## config.mk

```make
export PLATFORM = sky130hd
export DESIGN_NAME = multicycle_sequencer_flat
export DESIGN_NICKNAME = d
export VERILOG_FILES = /design/src/rtl/seq_pkg.sv /design/src/rtl/multicycle_sequencer_if.sv /design/src/rtl/instr_decode.sv /design/src/rtl/multicycle_sequencer.sv /design/src/flat_wrapper.sv
export SDC_FILE = /design/constraint.sdc
export NUM_CORES = 1
export LEC_CHECK = 0
export ABC_CLOCK_PERIOD_IN_PS = 3540
export BUFFER_PORTS_ARGS = -buffer_cell sky130_fd_sc_hd__buf_2
export CORE_MARGIN = 3
export CORE_UTILIZATION = 53
export CTS_CLUSTER_SIZE = 28
export DETAILED_ROUTE_END_ITERATION = 8
export MAX_ROUTING_LAYER = met4
export PLACE_DENSITY = 0.85
export SYNTH_ARGS = -nofsm -noshare
export SYNTH_HDL_FRONTEND = slang
export SYNTH_SLANG_ARGS = --single-unit
export TNS_END_PERCENT = 50
```

## constraint.sdc

```tcl
create_clock -name clk -period 3.54 [get_ports clk]
set_input_delay 0.354 -clock clk [delete_from_list [all_inputs] [get_ports clk]]
set_output_delay 0.354 -clock clk [all_outputs]
set_load 0.005 [all_outputs]
```

## src/rtl/seq_pkg.sv

```systemverilog
// Shared types and constants for the multi-cycle addi/bne control sequencer.
package seq_pkg;

  typedef enum logic [2:0] {
    FETCH     = 3'd0,
    DECODE    = 3'd1,
    EXECUTE   = 3'd2,
    WRITEBACK = 3'd3,
    HALT      = 3'd4
  } state_t;

  localparam logic [6:0] OP_IMM    = 7'h13;
  localparam logic [6:0] OP_BRANCH = 7'h63;
  localparam logic [2:0] F3_ADDI   = 3'b000;
  localparam logic [2:0] F3_BNE    = 3'b001;

  localparam logic [2:0] ALU_ADD = 3'b000;
  localparam logic [2:0] ALU_SUB = 3'b001;

  localparam logic [1:0] FAULT_NONE    = 2'b00;
  localparam logic [1:0] FAULT_ILLEGAL = 2'b01;
  localparam logic [1:0] FAULT_TIMEOUT = 2'b10;

endpackage

```

## src/rtl/multicycle_sequencer_if.sv

```systemverilog
// Instruction-fetch channel between the sequencer and instruction memory.
// Handshake: imem_req stays high for the whole FETCH state; a word is taken on
// every rising edge where imem_req and imem_valid are both 1, otherwise ignored.
interface multicycle_sequencer_if;
  logic        imem_req;
  logic [31:0] imem_rdata;
  logic        imem_valid;

  modport master (output imem_req, input imem_rdata, input imem_valid);
  modport slave  (input imem_req, output imem_rdata, output imem_valid);
endinterface

```

## src/rtl/instr_decode.sv

```systemverilog
// Combinational classifier for the latched instruction: addi, bne or illegal,
// plus the datapath controls each class needs.
module instr_decode
  import seq_pkg::*;
(
  input  logic [31:0] ir,
  output logic        is_addi,
  output logic        is_bne,
  output logic        illegal,
  output logic [2:0]  ALUctrl,
  output logic        ALUsrc,
  output logic        ImmSrc
);

  always_comb begin
    is_addi = (ir[6:0] == OP_IMM)    && (ir[14:12] == F3_ADDI);
    is_bne  = (ir[6:0] == OP_BRANCH) && (ir[14:12] == F3_BNE);
    illegal = !(is_addi || is_bne);
    ALUctrl = ALU_ADD;
    ALUsrc  = 1'b1;
    ImmSrc  = 1'b0;
    if (is_bne) begin
      ALUctrl = ALU_SUB;
      ALUsrc  = 1'b0;
      ImmSrc  = 1'b1;
    end
  end

endmodule

```

## src/rtl/multicycle_sequencer.sv

```systemverilog
// Multi-cycle FETCH/DECODE/EXECUTE/WRITEBACK sequencer for the reduced addi/bne core;
// halts with a sticky fault code on an illegal instruction or fetch timeout.
module multicycle_sequencer
  import seq_pkg::*;
#(
  parameter int CNT_W         = 16,
  parameter int FETCH_TIMEOUT = 255
) (
  input  logic                      clk,
  input  logic                      rst,
  multicycle_sequencer_if.master    imem,
  input  logic                      EQ,
  output logic [31:0]               ir,
  output logic                      RegWrite,
  output logic [2:0]                ALUctrl,
  output logic                      ALUsrc,
  output logic                      ImmSrc,
  output logic                      PCsrc,
  output logic                      PCen,
  output logic                      halted,
  output logic [1:0]                fault,
  output logic [CNT_W-1:0]          retired,
  output state_t                    dbg_state
);

  localparam int WAIT_W = $clog2(FETCH_TIMEOUT + 2);

  state_t            state;
  logic              eq_q;
  logic [WAIT_W-1:0] wait_cnt;
  logic              req_q;

  logic       dec_addi, dec_bne, dec_illegal;
  logic [2:0] dec_aluctrl;
  logic       dec_alusrc, dec_immsrc;

  instr_decode u_decode (
    .ir      (ir),
    .is_addi (dec_addi),
    .is_bne  (dec_bne),
    .illegal (dec_illegal),
    .ALUctrl (dec_aluctrl),
    .ALUsrc  (dec_alusrc),
    .ImmSrc  (dec_immsrc)
  );

  // Strobes are registered on the transition into the state that owns them,
  // so they are pure functions of state/ir/eq_q with no input-to-output path.
  always_ff @(posedge clk) begin
    if (rst) begin
      state    <= FETCH;
      ir       <= '0;
      eq_q     <= 1'b0;
      wait_cnt <= '0;
      retired  <= '0;
      fault    <= FAULT_NONE;
      halted   <= 1'b0;
      req_q    <= 1'b1;
      RegWrite <= 1'b0;
      PCen     <= 1'b0;
      PCsrc    <= 1'b0;
    end else begin
      case (state)
        FETCH: begin
          if (imem.imem_valid) begin
            ir       <= imem.imem_rdata;
            wait_cnt <= '0;
            req_q    <= 1'b0;
            state    <= DECODE;
          end else if (wait_cnt == WAIT_W'(FETCH_TIMEOUT)) begin
            req_q  <= 1'b0;
            halted <= 1'b1;
            fault  <= FAULT_TIMEOUT;
            state  <= HALT;
          end else begin
            wait_cnt <= wait_cnt + 1'b1;
          end
        end
        DECODE: begin
          if (dec_illegal) begin
            halted <= 1'b1;
            fault  <= FAULT_ILLEGAL;
            state  <= HALT;
          end else begin
            state <= EXECUTE;
          end
        end
        EXECUTE: begin
          eq_q     <= EQ;
          RegWrite <= dec_addi;
          PCen     <= 1'b1;
          PCsrc    <= dec_bne & ~EQ;
          state    <= WRITEBACK;
        end
        WRITEBACK: begin
          retired  <= retired + 1'b1;
          RegWrite <= 1'b0;
          PCen     <= 1'b0;
          PCsrc    <= 1'b0;
          req_q    <= 1'b1;
          state    <= FETCH;
        end
        default: begin
          state    <= HALT;
          req_q    <= 1'b0;
          RegWrite <= 1'b0;
          PCen     <= 1'b0;
          PCsrc    <= 1'b0;
        end
      endcase
    end
  end

  // ir still holds the previous instruction during FETCH, so gate the decoded
  // controls to the phases that actually use the current instruction.
  always_comb begin
    ALUctrl = ALU_ADD;
    ALUsrc  = 1'b1;
    ImmSrc  = 1'b0;
    if (state == DECODE || state == EXECUTE || state == WRITEBACK) begin
      ALUctrl = dec_aluctrl;
      ALUsrc  = dec_alusrc;
      ImmSrc  = dec_immsrc;
    end
  end

  assign imem.imem_req = req_q;
  assign dbg_state     = state;

endmodule

```

## src/flat_wrapper.sv

```systemverilog
// flat-port wrapper written by rule: the top's interface ports become plain ports
module multicycle_sequencer_flat import seq_pkg::*;
#(
  parameter int CNT_W         = 16,
  parameter int FETCH_TIMEOUT = 255
)
  (clk, rst, EQ, ir, RegWrite, ALUctrl, ALUsrc, ImmSrc, PCsrc, PCen, halted, fault, retired, dbg_state, imem_imem_req, imem_imem_rdata, imem_imem_valid);
  multicycle_sequencer_if imem_i ();
  input  logic clk;
  input  logic rst;
  input  logic EQ;
  output logic [31:0] ir;
  output logic RegWrite;
  output logic [2:0] ALUctrl;
  output logic ALUsrc;
  output logic ImmSrc;
  output logic PCsrc;
  output logic PCen;
  output logic halted;
  output logic [1:0] fault;
  output logic [CNT_W-1:0] retired;
  output state_t dbg_state;
  output wire logic [$bits(imem_i.imem_req)-1:0] imem_imem_req;
  input wire logic [$bits(imem_i.imem_rdata)-1:0] imem_imem_rdata;
  input wire logic [$bits(imem_i.imem_valid)-1:0] imem_imem_valid;
  assign imem_imem_req = imem_i.imem_req;
  assign imem_i.imem_rdata = imem_imem_rdata;
  assign imem_i.imem_valid = imem_imem_valid;
  multicycle_sequencer #(.CNT_W(CNT_W), .FETCH_TIMEOUT(FETCH_TIMEOUT)) u_core (.clk(clk), .rst(rst), .imem(imem_i), .EQ(EQ), .ir(ir), .RegWrite(RegWrite), .ALUctrl(ALUctrl), .ALUsrc(ALUsrc), .ImmSrc(ImmSrc), .PCsrc(PCsrc), .PCen(PCen), .halted(halted), .fault(fault), .retired(retired), .dbg_state(dbg_state));
endmodule
```

==> impl_metrics.json <==
{
  "dieHeight_um": 77.99,
  "synth_flop_cell": "dfxtp_1",
  "path_max_fanout": 3,
  "finalCriticalPeriod_ns": 2.360,
  "first_pass_iters": 4,
  "wirelength_mm": 6.405,
  "layout-drive-gt1-share": 0.2657,
  "nFillCells": 418,
  "rsz0062_at_grt": "no",
  "cellPowerDensity_nw_per_um2": 466.9,
  "fin_crit_sh": 0.6665,
  "wl_per_cell_um": 12.91,
  "hold_violations": 0,
  "path_clk_slew_ns": 0.07,
  "mostFrequentLayoutCell": "buf_2",
  "initial_core_util": 0.5628,
  "ys_top_cells_by_area": "dfxtp_1, nand2_1, a21oi_1",
  "die_area_um2": 6082,
  "clock-sinks": 67,
  "yosys_warnings": 0,
  "fmax_mhz": 423.8,
  "ys_types": 41,
  "core-area_um2": 4880,
  "power_frac_comb": 0.094,
  "layout_common_cells": "buf_2, nand2_1, dfxtp_1",
  "layout.nets": 464,
  "power_mw": 1.590,
  "seq_power_share": 0.509,
  "portBuffers": 96,
  "rows": 25,
  "relSlewSlack": 0.2843,
  "status": "finished, final reports clean",
  "post-cts-setup-buffers": 0,
  "seq_area_um2": 1341,
  "clock_latency_ns": 0.34,
  "rrSetupSlack_ns": 1.21,
  "drt_iter0_markers": 146,
  "setup_slack_ns": 1.180,
  "fin_skew_ns": 0.004903,
  "cp-end-kind": "output pin",
  "drc": 0,
  "cp.required_ns": 3.19,
  "ant_nets": 0,
  "clockRootBuffer": "clkbuf_8",
  "tns_ns": 0,
  "overflow": 0,
  "netSwitchingFraction": 0.2416,
  "synth_top_area_cell": "dfxtp_1",
  "grt_pass1_wl_mm": 10.61,
  "syn_area_um2": 2746,
  "boundaryPins": 99,
  "vias_per_cell": 5.341,
  "ys_ff_latch": 67,
  "cts_buffers": 9,
  "grt_max_degree": 56,
  "hp-class": "in2reg",
  "cts.htree.levels": 3,
  "placed_cells": 481,
  "diodes": 0,
  "final-max-slew-violation-count": 0,
  "syn_to_final_growth_pct": 24.01,
  "crit_arrival_ns": 2.01,
  "worstSetupStartpointType": "flop",
  "yosysTopAreaCellShare": 0.4884,
  "worst_pin_slew_ns": 1.074,
  "post-place-ws_ns": 1.262,
  "vias": 2649,
  "syn_avg_cell_area_um2": 8.125,
  "synth_seq_area_share": 0.4884,
  "p_switching_mw": 0.3843,
  "antenna_found_initial": 0,
  "die_w_um": 77.99,
  "synth_edf_count": 0,
  "multi_input_area_um2": 1280,
  "first_global_vias": 2405,
  "ctsHoldBuffers": 0,
  "hpwl_mm": 4.489,
  "clk_path_buf_depth": 2,
  "critical_path_class": "reg2out",
  "top_usage_layer": "met2",
  "synth_cells": 338,
  "final_cells": 496,
  "setup-violations-final": 0,
  "power_leakage_nw": 1.502,
  "grt_use_met3": 0.08469,
  "cts_tree": "done",
  "fin_util": 0.6979,
  "max_cap_violations": 0,
  "p_int_mw": 1.206,
  "ys_async_sr_fraction": 0,
  "grtUsageMet1": 0.2593,
  "grt_use_total": 0.2241,
  "grtUsageMet2": 0.3545,
  "cts_resized": 0,
  "place.gp.congestion": 0.8165,
  "clkPwrFrac": 0.397,
  "peakVddDrop_uv": 366.6
}
## final timing paths
path | start | to | cells past startpoint
max | u_core.ir[2] | ImmSrc | 5
min reg2reg | u_core.ir[29] | u_core.ir[29] | 2
min | imem_imem_rdata[12] | u_core.ir[12] | 3
max reg2reg | u_core.wait_cnt[0] | u_core.wait_cnt[4] | 9
## registers in the layout, summed over array words and instances, names as in the netlist
name	count
u_core.ir	32
u_core.retired	16
u_core.wait_cnt	9
u_core.dbg_state	3
u_core.fault	2
u_core.PCen	1
u_core.PCsrc	1
u_core.RegWrite	1
u_core.halted	1
u_core.imem.imem_req	1
## layer usage
metal / vias to the layer above / wire, um
met5: - / 0
met3: 7 / 501
met2: 92 / 3073
met4: 0 / 50
li1: 1334 / -
met1: 1216 / 2780
## critical path, cell delays in order (launching register included)
cell	delay, ns
dfxtp_1	0.33
nor4_1	0.41
nand3_1	0.16
or4_1	0.56
inv_1	0.08
buf_2	0.11
## final cells by class
type	count	share of cell area
Timing Repair Buffer	97	0.1433
Clock inverter	2	0.01029
Tap cell	67	0.02461
Sequential cell	67	0.3938
Clock buffer	13	0.04666
Multi-Input combinational cell	245	0.3758
Inverter	5	0.005511
## cell usage after synthesis (all sizes together), types with 2 or more instances
cell	n
a211oi	2
a21oi	46
a311oi	2
and3	4
and4b	2
buf	13
clkbuf	9
dfxtp	67
ha	3
inv	5
nand2	82
nand3	10
nand4	6
nand4b	2
nor2	28
nor3	10
nor4	5
o21a	2
o21ai	7
o311a	3
or3	2
or4	3
xnor2	7
xor2	5
## cell families (layout without fill, tap and decap cells)
family,Yosys count,after routing,share of synthesized area
AO/OA/AOI/OAI,67,67,0.1403
XOR/XNOR,12,12,0.03827
adder cells (fa/ha/maj),3,3,0.01367
buffers and inverters,27,117,0.04692
flip-flops,67,67,0.4884
multiplexers,1,1,0.003645
other,1,2,0.001365
AND/OR/NAND/NOR,160,160,0.2674
## stage by stage
stage / hold WS (ns) / instance area (um^2)
6_report: 0.2434 / 3406
5_1_grt: 0.2289 / 3406
4_1_cts: 0.2328 / 3406
3_5_place_dp: 0.4424 / 3212
3_3_place_gp: 0.4371 / 3212
2_1_floorplan: 0.4482 / 2750
## power by group through the flow
stage | combinational, mW | sequential, mW | clock [mW]
4_1_cts | 0.151 | 0.809 | 0.642
3_3_place_gp | 0.148 | 0.824 | 0
2_1_floorplan | 0.0919 | 0.823 | 0
3_5_place_dp | 0.151 | 0.825 | 0
6_report | 0.150 | 0.809 | 0.631
5_1_grt | 0.171 | 0.813 | 0.677
No activity file was read; power rests on OpenSTA's default activity.
